`src/rtl/dmem_arb_pkg.sv`:
```
// Shared types and width helpers for the CPU/DMA data-memory arbiter.
package dmem_arb_pkg;

  typedef enum logic {ARB_CPU = 1'b0, ARB_DMA = 1'b1} arb_state_t;
  typedef enum logic [1:0] {GNT_NONE = 2'd0, GNT_CPU = 2'd1, GNT_DMA = 2'd2} gnt_sel_t;

  localparam int BURST_LEN_DEF = 4;
  localparam int MAX_WAIT_DEF  = 8;

  // Counter must hold 0..n inclusive.
  function automatic int cnt_w(input int n);
    return (n < 1) ? 1 : $clog2(n + 1);
  endfunction

  localparam int BEAT_W = cnt_w(BURST_LEN_DEF);
  localparam int WAIT_W = cnt_w(MAX_WAIT_DEF);

endpackage

```
`src/rtl/dmem_arb_if.sv`:
```
// CPU, DMA and memory-side signals of the arbiter; master is the requester/memory side.
interface dmem_arb_if #(
  parameter int AW = 32,
  parameter int DW = 32
);
  logic          cpu_req, cpu_we, cpu_stall;
  logic [AW-1:0] cpu_addr;
  logic [DW-1:0] cpu_wd, cpu_rd;
  logic          dma_req, dma_we, dma_gnt;
  logic [AW-1:0] dma_addr;
  logic [DW-1:0] dma_wd, dma_rd;
  logic          mem_we;
  logic [AW-1:0] mem_a;
  logic [DW-1:0] mem_wd, mem_rd;

  modport master (
    output cpu_req, cpu_we, cpu_addr, cpu_wd,
    output dma_req, dma_we, dma_addr, dma_wd,
    output mem_rd,
    input  cpu_rd, cpu_stall, dma_rd, dma_gnt, mem_we, mem_a, mem_wd
  );

  modport slave (
    input  cpu_req, cpu_we, cpu_addr, cpu_wd,
    input  dma_req, dma_we, dma_addr, dma_wd,
    input  mem_rd,
    output cpu_rd, cpu_stall, dma_rd, dma_gnt, mem_we, mem_a, mem_wd
  );
endinterface

```
`src/rtl/dmem_arb_mux.sv`:
```
// Port-to-memory mux; with no grant the CPU port is presented but never written.
module dmem_arb_mux
  import dmem_arb_pkg::*;
#(
  parameter int AW = 32,
  parameter int DW = 32
) (
  input  gnt_sel_t      sel,
  input  logic          cpu_we,
  input  logic [AW-1:0] cpu_addr,
  input  logic [DW-1:0] cpu_wd,
  input  logic          dma_we,
  input  logic [AW-1:0] dma_addr,
  input  logic [DW-1:0] dma_wd,
  output logic          mem_we,
  output logic [AW-1:0] mem_a,
  output logic [DW-1:0] mem_wd
);

  always_comb begin
    mem_we = 1'b0;
    mem_a  = cpu_addr;
    mem_wd = cpu_wd;
    unique case (sel)
      GNT_CPU: mem_we = cpu_we;
      GNT_DMA: begin
        mem_we = dma_we;
        mem_a  = dma_addr;
        mem_wd = dma_wd;
      end
      default: ;
    endcase
  end

endmodule

```
`src/rtl/dmem_arbiter.sv`:
```
// CPU-priority data-memory arbiter with DMA starvation forcing and short DMA bursts.
module dmem_arbiter
  import dmem_arb_pkg::*;
#(
  parameter int AW        = 32,
  parameter int DW        = 32,
  parameter int BURST_LEN = BURST_LEN_DEF,
  parameter int MAX_WAIT  = MAX_WAIT_DEF
) (
  input logic       clk,
  input logic       rst_n,
  dmem_arb_if.slave bus
);

  localparam int BW = cnt_w(BURST_LEN);
  localparam int WW = cnt_w(MAX_WAIT);

  arb_state_t    state_q, state_d;
  logic [BW-1:0] beat_q, beat_d;
  logic [WW-1:0] wait_q, wait_d;
  gnt_sel_t      sel_raw, sel;

  always_ff @(posedge clk or negedge rst_n) begin
    if (!rst_n) begin
      state_q <= ARB_CPU;
      beat_q  <= '0;
      wait_q  <= '0;
    end else begin
      state_q <= state_d;
      beat_q  <= beat_d;
      wait_q  <= wait_d;
    end
  end

  always_comb begin
    sel_raw = GNT_NONE;
    state_d = state_q;
    beat_d  = beat_q;
    unique case (state_q)
      ARB_CPU: begin
        if (bus.dma_req && wait_q == WW'(MAX_WAIT)) begin
          sel_raw = GNT_DMA;
        end else if (bus.cpu_req) begin
          sel_raw = GNT_CPU;
        end else if (bus.dma_req) begin
          sel_raw = GNT_DMA;
          if (BURST_LEN > 1) begin
            state_d = ARB_DMA;
            beat_d  = BW'(1);
          end
        end
      end
      ARB_DMA: begin
        if (bus.dma_req) begin
          sel_raw = GNT_DMA;
          beat_d  = beat_q + BW'(1);
          if (beat_d == BW'(BURST_LEN)) begin
            state_d = ARB_CPU;
            beat_d  = '0;
          end
        end else begin
          // Requester went quiet: abandon the burst and hand back to the CPU.
          state_d = ARB_CPU;
          beat_d  = '0;
        end
      end
      default: state_d = ARB_CPU;
    endcase

    wait_d = wait_q;
    if (!bus.dma_req || sel_raw == GNT_DMA) wait_d = '0;
    else if (wait_q != WW'(MAX_WAIT))       wait_d = wait_q + WW'(1);
  end

  // Grants are suppressed combinationally while reset is held, even mid-burst.
  always_comb begin
    sel           = rst_n ? sel_raw : GNT_NONE;
    bus.dma_gnt   = (sel == GNT_DMA);
    bus.cpu_stall = bus.cpu_req & (sel != GNT_CPU);
    bus.cpu_rd    = bus.mem_rd;
    bus.dma_rd    = bus.mem_rd;
  end

  dmem_arb_mux #(.AW(AW), .DW(DW)) u_mux (
    .sel      (sel),
    .cpu_we   (bus.cpu_we),
    .cpu_addr (bus.cpu_addr),
    .cpu_wd   (bus.cpu_wd),
    .dma_we   (bus.dma_we),
    .dma_addr (bus.dma_addr),
    .dma_wd   (bus.dma_wd),
    .mem_we   (bus.mem_we),
    .mem_a    (bus.mem_a),
    .mem_wd   (bus.mem_wd)
  );

`ifndef SYNTHESIS
  a_dma_aligned: assert property (@(posedge clk) disable iff (!rst_n)
    bus.dma_req |-> bus.dma_addr[1:0] == 2'b00);
`endif

endmodule

```
`src/flat_wrapper.sv`:
```
// flat-port wrapper written by rule: the top's interface ports become plain ports
module dmem_arbiter_flat import dmem_arb_pkg::*;
#(
  parameter int AW        = 32,
  parameter int DW        = 32,
  parameter int BURST_LEN = BURST_LEN_DEF,
  parameter int MAX_WAIT  = MAX_WAIT_DEF
)
  (clk, rst_n, bus_cpu_req, bus_cpu_we, bus_cpu_addr, bus_cpu_wd, bus_dma_req, bus_dma_we, bus_dma_addr, bus_dma_wd, bus_mem_rd, bus_cpu_rd, bus_cpu_stall, bus_dma_rd, bus_dma_gnt, bus_mem_we, bus_mem_a, bus_mem_wd);
  dmem_arb_if #(.AW(AW), .DW(DW)) bus_i ();
  input logic clk;
  input logic rst_n;
  input wire logic [$bits(bus_i.cpu_req)-1:0] bus_cpu_req;
  input wire logic [$bits(bus_i.cpu_we)-1:0] bus_cpu_we;
  input wire logic [$bits(bus_i.cpu_addr)-1:0] bus_cpu_addr;
  input wire logic [$bits(bus_i.cpu_wd)-1:0] bus_cpu_wd;
  input wire logic [$bits(bus_i.dma_req)-1:0] bus_dma_req;
  input wire logic [$bits(bus_i.dma_we)-1:0] bus_dma_we;
  input wire logic [$bits(bus_i.dma_addr)-1:0] bus_dma_addr;
  input wire logic [$bits(bus_i.dma_wd)-1:0] bus_dma_wd;
  input wire logic [$bits(bus_i.mem_rd)-1:0] bus_mem_rd;
  output wire logic [$bits(bus_i.cpu_rd)-1:0] bus_cpu_rd;
  output wire logic [$bits(bus_i.cpu_stall)-1:0] bus_cpu_stall;
  output wire logic [$bits(bus_i.dma_rd)-1:0] bus_dma_rd;
  output wire logic [$bits(bus_i.dma_gnt)-1:0] bus_dma_gnt;
  output wire logic [$bits(bus_i.mem_we)-1:0] bus_mem_we;
  output wire logic [$bits(bus_i.mem_a)-1:0] bus_mem_a;
  output wire logic [$bits(bus_i.mem_wd)-1:0] bus_mem_wd;
  assign bus_i.cpu_req = bus_cpu_req;
  assign bus_i.cpu_we = bus_cpu_we;
  assign bus_i.cpu_addr = bus_cpu_addr;
  assign bus_i.cpu_wd = bus_cpu_wd;
  assign bus_i.dma_req = bus_dma_req;
  assign bus_i.dma_we = bus_dma_we;
  assign bus_i.dma_addr = bus_dma_addr;
  assign bus_i.dma_wd = bus_dma_wd;
  assign bus_i.mem_rd = bus_mem_rd;
  assign bus_cpu_rd = bus_i.cpu_rd;
  assign bus_cpu_stall = bus_i.cpu_stall;
  assign bus_dma_rd = bus_i.dma_rd;
  assign bus_dma_gnt = bus_i.dma_gnt;
  assign bus_mem_we = bus_i.mem_we;
  assign bus_mem_a = bus_i.mem_a;
  assign bus_mem_wd = bus_i.mem_wd;
  dmem_arbiter #(.AW(AW), .DW(DW), .BURST_LEN(BURST_LEN), .MAX_WAIT(MAX_WAIT)) u_core (.clk(clk), .rst_n(rst_n), .bus(bus_i));
endmodule
```
`config.mk`:
```
export PLATFORM = sky130hd
export DESIGN_NAME = dmem_arbiter_flat
export DESIGN_NICKNAME = d
export VERILOG_FILES = /design/src/rtl/dmem_arb_pkg.sv /design/src/rtl/dmem_arb_if.sv /design/src/rtl/dmem_arb_mux.sv /design/src/rtl/dmem_arbiter.sv /design/src/flat_wrapper.sv
export SDC_FILE = /design/constraint.sdc
export NUM_CORES = 1
export LEC_CHECK = 0
export ABC_AREA = 1
export ABC_CLOCK_PERIOD_IN_PS = 4400
export CORE_AREA = 2 2 116 118
export CTS_CLUSTER_SIZE = 40
export DETAILED_ROUTE_END_ITERATION = 10
export DIE_AREA = 0 0 118 120
export HOLD_SLACK_MARGIN = 0.08
export PLACE_DENSITY_LB_ADDON = 0.08
export SYNTH_ARGS = -nofsm -noshare
export SYNTH_HDL_FRONTEND = slang
export SYNTH_SLANG_ARGS = --single-unit
```
`constraint.sdc`:
```
create_clock -name clk -period 4.4 [get_ports clk]
set_clock_uncertainty 0.1 [all_clocks]
set_input_delay 0.88 -clock clk [delete_from_list [all_inputs] [get_ports clk]]
set_output_delay 0.88 -clock clk [all_outputs]
set_load 0.005 [all_outputs]
```
Word-level counts from Yosys, hierarchy flattened. Index checks and enable logic that the tools add are counted.

RAM bits: 0. Latch bits: 0. Memory bits (read-only): 0. Logic and storage cells: 44. Input bits: 166. Output and inout bits: 131. Memories: 0. Register bits: 8.

Reduce and logical (&&, ||, !) cells: 5. Mux-type cells: 22. Magnitude comparators: 0. $add $sub $neg: 2. Div/mod/pow operators: 0. Bitwise gates (word level): 2. Shift operators: 0. $mul: 0. Eq/ne operators: 10.

Operators with widths (number): $mux 32 (2); $mux 3 (5); $mux 2 (4); $mux 4 (2); $ne 2x2->1 const B (3); $pmux 3 s2 (1); $mux 1 (5); $add 4x1->4 const B (1); $eq 2x2->1 const B (2); $eq 4x4->1 const B (1); $ne 4x4->1 const B (1); $pmux 1 s2 (2); $pmux 2 s2 (1); $add 3x1->3 const B (1); $eq 3x3->1 const B (1); $reduce_and 3->1 (1); $eq 2x1->1 const B (1); $ne 2x1->1 const B (1); $reduce_bool 2->1 (1); $and 1x1->1 (1); $logic_and 1x1->1 (1); $logic_not 1->1 (1); $logic_or 1x1->1 (1); $not 1->1 (1).

Logic depth before layout (Yosys ltp).
Depth in word-level cells: 7. Gate-level depth with buffers: 9. Depth with buffers taken out: 8.

Hierarchy. A second synthesis with hierarchy kept.

Cell total of the unflattened synthesis: 339. Area, all modules: 1946.9 µm².

By module, submodules not included: dmem_arb_mux (cells an instance 213, sequential area each 0.0 µm², instances 1, area each 984.7 µm²); dmem_arbiter (cells an instance 126, sequential area each 200.2 µm², instances 1, area each 962.2 µm²).

Least setup slack after synthesis. No wires, ideal clock.

Kind: input to output. From: input port bus_cpu_req. To: output port bus_mem_a[0]. Stages on the path: 7. Path buffers: 2. Slack: 1402 ps. Data arrival time: 2018 ps. Cell sequence: inv_1 nor2_1 a21oi_1 ha_1 buf_6 buf_6 mux2_4.

Longest elaborated chain between the ends: 6.

RTL lines: from (decl) (line flat_wrapper.sv:13) `input wire logic [$bits(bus_i.cpu_req)-1:0] bus_cpu_req;`; $mux 2 (line dmem_arbiter.sv:43) `end else if (bus.cpu_req) begin`; $mux 2 (line dmem_arbiter.sv:41) `if (bus.dma_req && wait_q == WW'(MAX_WAIT)) begin`; $pmux 2 s2 (line dmem_arbiter.sv:39) `unique case (state_q)`; $mux 2 (line dmem_arbiter.sv:77) `sel = rst_n ? sel_raw : GNT_NONE;`; $eq 2x2->1; via bus_dma_gnt (line flat_wrapper.sv:25) `output wire logic [$bits(bus_i.dma_gnt)-1:0] bus_dma_gnt;`; $mux 32 (line dmem_arb_mux.sv:24) `unique case (sel)`; to (decl) (line flat_wrapper.sv:27) `output wire logic [$bits(bus_i.mem_a)-1:0] bus_mem_a;`.

The timed path passes the listed nets, and every way through them passes these cells.

Final worst setup path.
From: input port bus_dma_req. To: output port bus_mem_a[31].

Longest elaborated chain between the ends: 7. Elaborated cells on any way between the ends: 8.

RTL lines: from (decl) (line flat_wrapper.sv:17) `input wire logic [$bits(bus_i.dma_req)-1:0] bus_dma_req;`; $mux 2 (line dmem_arbiter.sv:45, dmem_arbiter.sv:54); $mux 2 (line dmem_arbiter.sv:43); $mux 2 (line dmem_arbiter.sv:41); $pmux 2 s2 * (line dmem_arbiter.sv:39); $mux 2 * (line dmem_arbiter.sv:77); $eq 2x2->1 * (line dmem_arb_mux.sv:24); $mux 32 * (line dmem_arb_mux.sv:24).

Mark *: on every way between the ends. The rest lies on a longest branch, timed or not.

==> results.txt <==
The run finished with clean final reports. The fraction of final layout cells with drive strength greater than 1 came out at 0.212. The clock transition time at the flip-flop clock pins of the worst setup and hold paths is 40 ps.

The total buffers and inverters traversed by the critical path came out at 3. For this run, the register share of the synthesized area comes to 0.102. The cell row count came out at 42. The total I/O pin count is between 200 and 300. In the global route stage, overall resource usage came out at 0.100. The final instance area came out at approximately 3800 sq um. Routability-driven placement finished with a final weighted congestion of roughly 0.73. A synthesized cell averages 9.77 sq um. In this run the number of H-tree levels came out at 1. The maximum fanout encountered on the critical timing path is 30. The count of instances resized after the clock tree is built is 0.

The total clock buffers created by CTS is 3. The number of buffers inserted by post-CTS setup repair came out at 0. The dominant delay contributor by cell family on the critical path is buffers and inverters. The number of hold buffers added after cts came out at 0. The total congestion overflow after global routing is 0. The iteration-0 DRC count of the detailed router came out at 45. By startpoint and endpoint, the worst setup path is classified as in2out. The number of nets still failing antenna checks after routing is 0. The leakage power of the design came out at 0.00151 uW. The half-perimeter wire length after detailed placement came out at around 6600 um. The cell area after placement came out at around 3700 sq um. Setup violations remaining at the end of the flow were counted as 0. Setup slack on the worst reg-to-reg path comes out at approximately 3100 ps. The worst hold slack after final layout came out at approximately 420 ps. Of all cell types, the one taking the most synthesized area is sky130_fd_sc_hd__mux2_4. Synthesis produced a netlist whose cell count is 200. Setup slack on the critical path of the routed design comes to ~250 ps.

The initial antenna violation count is 1. The cell depth of the worst flop-to-flop path is 5. The total nets after synthesis is roughly 370. The detailed-route DRC error count is 0. The startpoint identified for the worst hold timing path is u_core.wait_q[0]$_DFFE_PN0P_. The final layout contains routed wiring with a total length of between 7000 and 8000 um. The critical register-to-register path endpoint is u_core.wait_q[3]$_DFFE_PN0P_. The root buffer cell chosen for the clock tree is sky130_fd_sc_hd__clkbuf_16. The average wire per standard cell came out at 14.8 um. The final-stage net count is a little over 500. The tightest min-delay check is of the reg2reg type. The total clock sinks is 8. The number of synthesis warnings came out at 0. The largest net degree at the start of global routing is 31.

The register area came out at around 200 sq um. The multi-input gate area in the final layout is 1170 sq um. TritonCTS built the clock tree. The global routing stage identified its most utilized layer as met2. The maximum operating frequency came out at about 240 MHz. The netlist uses 17 different library cells.

Setup repair after global routing left no endpoint under its margin. In this run the tool buffered the top-level ports with 200 buffer cells. The path with the worst hold slack has its endpoint at u_core.wait_q[0]$_DFFE_PN0P_. The worst register-to-register path begins at u_core.wait_q[0]$_DFFE_PN0P_. By instance count, the cell type seen most on the critical path is sky130_fd_sc_hd__clkdlybuf4s50_1. The power per unit of standard cell area came out at 205 nW/um^2. The area of the placeable core is 13000 sq um.

The layout has ~1400 filler cells. The area overhead of the layout relative to synthesis came out at 92.4%. The highest ir drop seen on vdd came out at 0.101 mV. The data required time of the critical path is about 3400 ps. The die is roughly 120 um tall. The library cell contributing the largest single delay on the critical path is sky130_fd_sc_hd__clkdlybuf4s50_1. The portion of the clock cycle consumed by the worst path in the final layout is 0.942. STA classifies the critical path startpoint as an input port.

At the worst endpoint, the arrival time is approximately 3200 ps. The critical path goes through clkdlybuf4s50_1 > nand2_1 > a21oi_1 > ha_4 > buf_12 > mux2_2 > clkdlybuf4s50_1. By area the synthesized netlist is led by sky130_fd_sc_hd__mux2_4 (38%), sky130_fd_sc_hd__buf_4 (25%), sky130_fd_sc_hd__dfrtp_1 (10%).

The fraction of post-synthesis cell area in the top cell type by area is 0.376. The initial cell density of the core is 0.151. The maximum count of clock buffers along a single path is 2. The global routing usage on met2 is 0.173. The total count of max-transition violations in the final report came to 0. The clock period minus final worst setup slack is 4150 ps. The clock latency on the worst-skew pair is 230 ps. Using the TritonRoute via totals, the vias-per-cell ratio works out to 3.59. The post-placement worst setup slack came out at 195 ps. The global-route met1 utilization came out at 0.118. The number of global-route vias before repair is 1859. For the pin with the worst max-slew slack, the measured transition is 294 ps. The number of cells on the worst hold path came out at 1. The worst setup path is captured at an output port.

Headroom to the max-slew limit came out at 0.804. The die covers around 14000 sq um. The count of state elements after synthesis came out at 8. The post-route setup TNS is 0 ps. For this run, the detailed router's first-pass iteration total came to 3. The reported max-cap violation count came out at 0. The routed layout has roughly 1800 vias. The cell area after technology mapping came out at 1950 sq um. In the global route stage, met3 resource usage came out at 0.0471.

The number of endpoints with negative hold slack in the final report was 0. On the worst path, the slowest cell contributes a delay of 550 ps. The wire length of the first global-routing pass came out at 11100 um. The die width came out at 118 um.
==> worst register-to-register path, delay by kind of cell, from the launching register on <==
kind | cells | cell delay [ps]
AND/OR/NAND/NOR | 3 | 480
flip-flops | 1 | 400
adder cells (fa/ha/maj) | 1 | 210
buffers and inverters | 1 | 60
==> per-stage QoR <==
stage | cells | utilization | total power [uW]
2_1_floorplan | 200 | - | 381
3_3_place_gp | 508 | 0.284 | 630
3_5_place_dp | 508 | 0.284 | 627
4_1_cts | 511 | 0.290 | 784
5_1_grt | 511 | 0.290 | 826
6_report | 512 | 0.290 | 771
==> cells by family (layout without fill, tap and decap cells) <==
kind of cell / Yosys count / after routing / synth area share
compound gates: 4 / 4 / 0.0115
xor+xnor: 1 / 1 / 0.00448
fa+ha+maj: 6 / 6 / 0.0384
buf+inv: 83 / 218 / 0.306
flops: 8 / 8 / 0.102
mux: 64 / 64 / 0.463
other cells: 0 / 1 / 0
simple gates: 34 / 34 / 0.0743
==> metal layers <==
layer  up-vias  part of all wire
met1       806              0.41
met5         -                 0
met4         0            0.0028
li1        876                 -
met3         6              0.10
met2       148              0.48
==> flip-flops by register name, summed over array words and instances, names as in the netlist <==
register,flops
u_core.wait_q,4
u_core.state_q,1
u_core.beat_q,3
==> power breakdown <==
group	total (uW)	internal [uW]	switching, uW
Combinational	508	352	156
Sequential	111	92.8	18.6
Clock	152	117	34.4
Total	771	562	209
==> layout by cell type, fill, tap and decap left out, types with 2 or more instances in the layout <==
| cell type | count |
|---|---|
| sky130_fd_sc_hd__clkdlybuf4s50_1 | 200 |
| sky130_fd_sc_hd__mux2_4 | 49 |
| sky130_fd_sc_hd__nand2_1 | 16 |
| sky130_fd_sc_hd__mux2_2 | 15 |
| sky130_fd_sc_hd__inv_1 | 12 |
| sky130_fd_sc_hd__nor2_1 | 8 |
| sky130_fd_sc_hd__dfrtp_1 | 8 |
| sky130_fd_sc_hd__nand3_1 | 7 |
| sky130_fd_sc_hd__ha_1 | 5 |
| sky130_fd_sc_hd__clkbuf_16 | 3 |
| sky130_fd_sc_hd__nand4_1 | 2 |
| sky130_fd_sc_hd__a21oi_1 | 2 |
| sky130_fd_sc_hd__buf_12 | 2 |
==> synthesized netlist by cell type (all sizes together) <==
cell type  count
ha             6
buf           71
nand3          7
mux2          64
nand3b         1
nand2         16
nor2           8
dfrtp          8
a21oi          2
o21ai          1
xnor2          1
nand4          2
inv           12
o21bai         1
==> final cells by class <==
cell class	instances	area share
clock buffers	3	0.0200
multi-input cells	109	0.311
repair buffers	203	0.545
flip-flops and latches	8	0.0532
inverters	12	0.0120
well taps	176	0.0585
diodes	1	0.000665
==> how the worst max path moves through the flow <==
stage                           start       endpoint  cells past startpoint
after floorplan           bus_cpu_req   bus_mem_a[0]                      7
after global placement    bus_dma_req  bus_mem_a[31]                      7
after detailed placement  bus_dma_req  bus_mem_a[31]                      7
after CTS                 bus_dma_req  bus_mem_a[31]                      7
after global routing      bus_dma_req  bus_mem_a[31]                      7
final                     bus_dma_req  bus_mem_a[31]                      7
(Power assumes the default switching activity.)
